<file path="config.mk">
export PLATFORM = sky130hd
export DESIGN_NAME = max_min_hold
export DESIGN_NICKNAME = d
export VERILOG_FILES = /design/src/rtl/max_min_hold_pkg.sv /design/src/rtl/max_min_hold_extremum_update.sv /design/src/rtl/max_min_hold.sv
export SDC_FILE = /design/constraint.sdc
export NUM_CORES = 1
export LEC_CHECK = 0
export CAP_MARGIN = 25
export CORE_MARGIN = 2
export CORE_UTILIZATION = 45
export CTS_CLUSTER_DIAMETER = 30
export DETAILED_ROUTE_END_ITERATION = 6
export PLACE_DENSITY = 0.82
export REMOVE_ABC_BUFFERS = 1
export SYNTH_ARGS = -nofsm -noshare
export SYNTH_HDL_FRONTEND = slang
export SYNTH_SLANG_ARGS = --single-unit
</file>
<file path="constraint.sdc">
create_clock -name clk -period 2 [get_ports clk]
set_input_delay 0.3 -clock clk [delete_from_list [all_inputs] [get_ports clk]]
set_output_delay 0.3 -clock clk [all_outputs]
set_load 0.005 [all_outputs]
</file>
<file path="src/rtl/max_min_hold_pkg.sv">
// ============================================================================
// max_min_hold_pkg
// Shared state encoding and count-width helper for max_min_hold.
// Revision: 1.0
// ============================================================================
`default_nettype none

package max_min_hold_pkg;

   typedef enum logic [0:0] {
      EMPTY = 1'b0,
      ACC   = 1'b1
   } state_t;

   // Width needed to hold 0..window_len; window_len=0 still gets one bit.
   function automatic int count_width(input int window_len);
      int w;
      w = $clog2(window_len + 1);
      return (w < 1) ? 1 : w;
   endfunction

endpackage

`default_nettype wire

</file>
<file path="src/rtl/max_min_hold_extremum_update.sv">
// ============================================================================
// extremum_update
// Combinational max/min update of a running pair against one new sample.
// Revision: 1.0
// ============================================================================
`default_nettype none

module extremum_update #(
   parameter int DATA_WIDTH = 8
) (
   input  logic [DATA_WIDTH-1:0] cur_max,
   input  logic [DATA_WIDTH-1:0] cur_min,
   input  logic [DATA_WIDTH-1:0] data,
   input  logic                  signed_mode,
   output logic [DATA_WIDTH-1:0] new_max,
   output logic [DATA_WIDTH-1:0] new_min
);

   logic data_gt;
   logic data_lt;

   always_comb begin
      if (signed_mode) begin
         data_gt = $signed(data) > $signed(cur_max);
         data_lt = $signed(data) < $signed(cur_min);
      end else begin
         data_gt = data > cur_max;
         data_lt = data < cur_min;
      end
      new_max = data_gt ? data : cur_max;
      new_min = data_lt ? data : cur_min;
   end

endmodule

`default_nettype wire

</file>
<file path="src/rtl/max_min_hold.sv">
// ============================================================================
// max_min_hold
// Tumbling-window max/min tracker with running extremes and synchronous clear.
// Revision: 1.0
// ============================================================================
`default_nettype none

module max_min_hold
   import max_min_hold_pkg::*;
#(
   parameter int DATA_WIDTH  = 8,
   parameter int WINDOW_LEN  = 16,
   parameter bit SIGNED_MODE = 1'b0
) (
   input  logic                                   clk,
   input  logic                                   rst_n,
   input  logic                                   clear,
   input  logic                                   valid,
   input  logic [DATA_WIDTH-1:0]                  data,
   output logic [DATA_WIDTH-1:0]                  run_max,
   output logic [DATA_WIDTH-1:0]                  run_min,
   output logic                                   run_empty,
   output logic [count_width(WINDOW_LEN)-1:0]     count,
   output logic [DATA_WIDTH-1:0]                  max,
   output logic [DATA_WIDTH-1:0]                  min,
   output logic                                   out_valid
);

   localparam int              CW      = count_width(WINDOW_LEN);
   localparam logic [CW-1:0]   CNT_SAT = '1;
   localparam logic [CW-1:0]   WIN_LEN = CW'(WINDOW_LEN);

   state_t                  state;
   state_t                  state_next;
   logic [DATA_WIDTH-1:0]   upd_max;
   logic [DATA_WIDTH-1:0]   upd_min;
   logic [DATA_WIDTH-1:0]   cand_max;
   logic [DATA_WIDTH-1:0]   cand_min;
   logic [CW-1:0]           cnt_inc;
   logic [CW-1:0]           cand_cnt;
   logic                    start;
   logic                    complete;

   extremum_update #(
      .DATA_WIDTH (DATA_WIDTH)
   ) u_extremum_update (
      .cur_max     (run_max),
      .cur_min     (run_min),
      .data        (data),
      .signed_mode (SIGNED_MODE),
      .new_max     (upd_max),
      .new_min     (upd_min)
   );

   // A clear alongside a sample makes that sample the first of a fresh window.
   always_comb begin
      start    = (state == EMPTY) || clear;
      cnt_inc  = (count == CNT_SAT) ? count : count + CW'(1);
      cand_max = start ? data : upd_max;
      cand_min = start ? data : upd_min;
      cand_cnt = start ? CW'(1) : cnt_inc;
      complete = valid && (WINDOW_LEN != 0) && (cand_cnt == WIN_LEN);

      state_next = state;
      if (valid) begin
         state_next = complete ? EMPTY : ACC;
      end else if (clear) begin
         state_next = EMPTY;
      end
   end

   always_ff @(posedge clk or negedge rst_n) begin
      if (!rst_n) begin
         state <= EMPTY;
      end else begin
         state <= state_next;
      end
   end

   always_ff @(posedge clk or negedge rst_n) begin
      if (!rst_n) begin
         run_max   <= '0;
         run_min   <= '0;
         run_empty <= 1'b1;
         count     <= '0;
         max       <= '0;
         min       <= '0;
         out_valid <= 1'b0;
      end else begin
         out_valid <= 1'b0;
         if (valid) begin
            run_max <= cand_max;
            run_min <= cand_min;
            if (complete) begin
               max       <= cand_max;
               min       <= cand_min;
               out_valid <= 1'b1;
               count     <= '0;
               run_empty <= 1'b1;
            end else begin
               count     <= cand_cnt;
               run_empty <= 1'b0;
            end
         end else if (clear) begin
            count     <= '0;
            run_empty <= 1'b1;
         end
      end
   end

endmodule

`default_nettype wire

</file>
==> out/results.md <==
- **run status** complete, no violations
- **category of the critical setup timing path** flop to flop
- **Least-Margin Pin Slew** 0.520 ns
- **number of vias per cell** 5.29
- **IO Port Bufs** 50
- **clock-pin slew on the worst setup and hold paths** 0.08 ns
- **Area growth syn-to-layout** 44.7%
- **overall via count from detail_route** 1952
- **CTS tree** done
- **Syn Area/Cell** 10.1 um2
- **element type at the critical path end** flop
- **global-route usage over all layers** 20.5%
- **layout net count** 329
- **die height** 74.1 um
- **core box area** 4720 um2
- **share of total power consumed by net switching** 28.8%
- **global-route wire length before repair** 8490 um
- **Clock Root Buffer** clkbuf_8
- **Worst Path Arrival** 2.18 ns
- **gate count after technology mapping** 219
- **share of total power in sequential cells** 39.9%
- **clock network fraction of design power** 29.0%
- **ANT cells** 0
- **power density relative to cell area** 727 nW/um2
- **Worst Setup Start Kind** flop
- **post-synthesis sequential element count** 40
- **top cells by area in the synthesized netlist** dfrtp_1 44%, ha_1 9.1%, mux2i_1 7.7%, a21oi_1 5.9%, mux2_2 4.1%
- **clock latency on the worst-skew pair** 0.31 ns
- **number of sinks driven by the clock tree** 40
- **instance area after placement** 2940 um2
- **combinational cell fraction of total power** 31.1%
- **max-cap violation count** 0
- **number of search-and-repair iterations in the first detailed-routing pass** 4
- **detailed placer's ending HPWL** 3500 um
- **vias in the first global route** 1838
- **number of antenna violations at the first check in global routing** 0
- **Yosys warning total** 0
- **FP Rows** 25
- **type of the tightest min-delay check** input port to asynchronous set/reset pin
- **portion of the post-synthesis area used by sequential elements** 45.4%
- **Top Ports** 51
- **Core Util, Final** 67.7%
- **Internal** 1660 uW
- **final number of hold-violating endpoints** 0
- **maximum VDD drop** 0.319 mV
- **worst r2r src** run_max[1]
- **smallest setup slack after layout** 0.0169 ns
- **unrepaired setup endpoints after global routing** yes
- **per-cell routed wire length** 14.5 um
- **initial DRC count** 142
- **Leak** 0.00156 uW
- **worst reg2reg path endpoint** run_max[1]
- **Slew headroom** 65.4%
- **count of cells along the worst register-to-register path** 9
- **DRC violations left** 0
- **antenna-violating nets left** 0
- **net switching power figure** 669 uW
- **die area** 5490 um2
- **total global routing overflow** 0
- **final count of negative-setup-slack endpoints** 0
- **Initial Util** 46.8%
- **area share of the largest cell type after synthesis** 44.2%
- **final std cells w/o fill** 369
- **last weighted congestion value of the routability-driven placer** 0.806
- **setup TNS** 0 ns
- **highest clock rate** 504 MHz
- **final standard cell area without fillers** 3200 um2
- **count of different cell masters after synthesis** 38
- **Cell Area, Synth** 2210 um2
- **placement-stage worst setup slack** -0.515 ns
- **Die W** 74.1 um
- **placed cells** 352
- **data required time of the worst path** 2.20 ns
- **number of slew-limit violations in the final report** 0
- **number of CTS-inserted buffers** 5
- **maximum number of pins on one net before global-route repair** 41
- **Final min period** 1.98 ns
- **cell type with the highest aggregate area in the netlist** dfrtp_1
- **wirelength, routed** 5370 um
- **maximum buffer depth of the clock tree** 2
- **Worst R2R Setup Slack** 0.02 ns
- **H-tree level count** 2
- **crit path max fanout** 8
- **Final Cycle Share** 99.2%
- **final clock skew** 0.0100 ns
- **ratio of cells with drive above 1 in the final layout** 22.8%
## cells in the final DEF, fill, tap and decap left out, types with 4 or more instances in the layout
cell,n
buf_4,30
ha_4,5
dlygate4sd2_1,4
mux2_2,8
dfrtp_1,38
nand2_1,8
ha_1,11
inv_1,15
clkbuf_8,5
clkdlybuf4s50_1,43
mux2i_1,17
nor2_1,22
nand3_1,8
o21ai_0,11
a21oi_1,26
## state kept, by name (all words and copies together) (netlist names)
| register | count |
|---|---|
| run_max | 8 |
| count | 5 |
| min | 8 |
| max | 8 |
| run_empty | 1 |
| run_min | 8 |
| out_valid | 1 |
| state | 1 |
## area by class of cell
type	count	area, um2
Inverter	18	67.6
Timing Repair Buffer	84	783
Clock buffer	6	72.6
Multi-Input combinational cell	152	1150
Clock inverter	2	35.0
Sequential cell	40	1000
Tap cell	67	83.8
Fill cell	336	1530
## metrics by stage
step                hold WS, ns  total power [uW]
floorplan               0.00441              1230
global placement          0.390              1540
detailed placement        0.401              1560
CTS                      0.0677              2240
global route             0.0988              2440
finish                   0.0416              2330
## worst max path at each step
| stage | cells past startpoint | startpoint | to |
|---|---|---|---|
| after floorplan | 7 | run_min[7] | run_min[0] |
| after global placement | 8 | data[7] | min[3] |
| after detailed placement | 8 | data[6] | min[1] |
| after CTS | 7 | run_min[7] | run_min[0] |
| after global routing | 9 | run_max[1] | run_max[5] |
| final | 9 | run_max[1] | run_max[1] |
## critical path, stage by stage, from the launching register on
cell and delay, ns:
dfrtp_1 0.39, inv_1 0.09, ha_4 0.20, nor2b_1 0.14
o211ai_1 0.18, a21oi_1 0.10, nand3b_1 0.21, nand2_2 0.11
buf_12 0.12, mux2_2 0.33
## Yosys cell counts, drive strengths merged
master   instances
dfstp            1
a221oi           1
o22a             1
a21oi           26
o2111ai          1
mux2             9
nand2            9
and3             2
o22ai            2
or2              1
mux2i           17
nor2            23
nor2b            4
inv             18
nand2b           3
dfrtp           39
o31ai            1
o211ai           2
and4b            1
a32o             1
clkbuf           2
o21ai           12
a2bb2oi          1
ha              16
nand4            4
a21o             2
nand3            8
buf              7
a211oi           1
and2             1
a31oi            2
nand3b           1
## logic make-up (layout without fill, tap and decap cells)
family | Yosys count | after routing | share of synthesized area [%]
simple gates | 57 | 57 | 13.1
buf+inv | 27 | 110 | 5.95
compound gates | 53 | 53 | 14.0
fa+ha+maj | 16 | 16 | 9.06
flops | 40 | 40 | 45.4
mux | 26 | 26 | 12.5
## power groups by stage
stage	clock network (uW)	registers [uW]	logic, uW
global route	709	939	794
global placement	0	945	596
detailed placement	0	944	612
CTS	675	929	638
floorplan	0	949	282
finish	674	929	722
## timing repair
| action | 4_1_cts | 5_1_grt |
|---|---|---|
| setup endpoints to repair | 32 | 31 |
| hold buffers | 0 | 0 |
| endpoints found under the hold margin | 0 | 0 |
| setup buffers | 1 | 8 |
| pin swaps | 2 | 8 |
| gates resized for setup | 8 | 13 |
## layer usage
layer / vias to the layer above / global-route usage (%) / part of all wire (%)
met1: 948 / 26.6 / 44
met2: 54 / 34.0 / 49
met4: 0 / 9.70 / 2.3
met3: 15 / 2.85 / 4.7
met5: - / 0 / 0
li1: 935 / - / -
(Power assumes the default switching activity.)
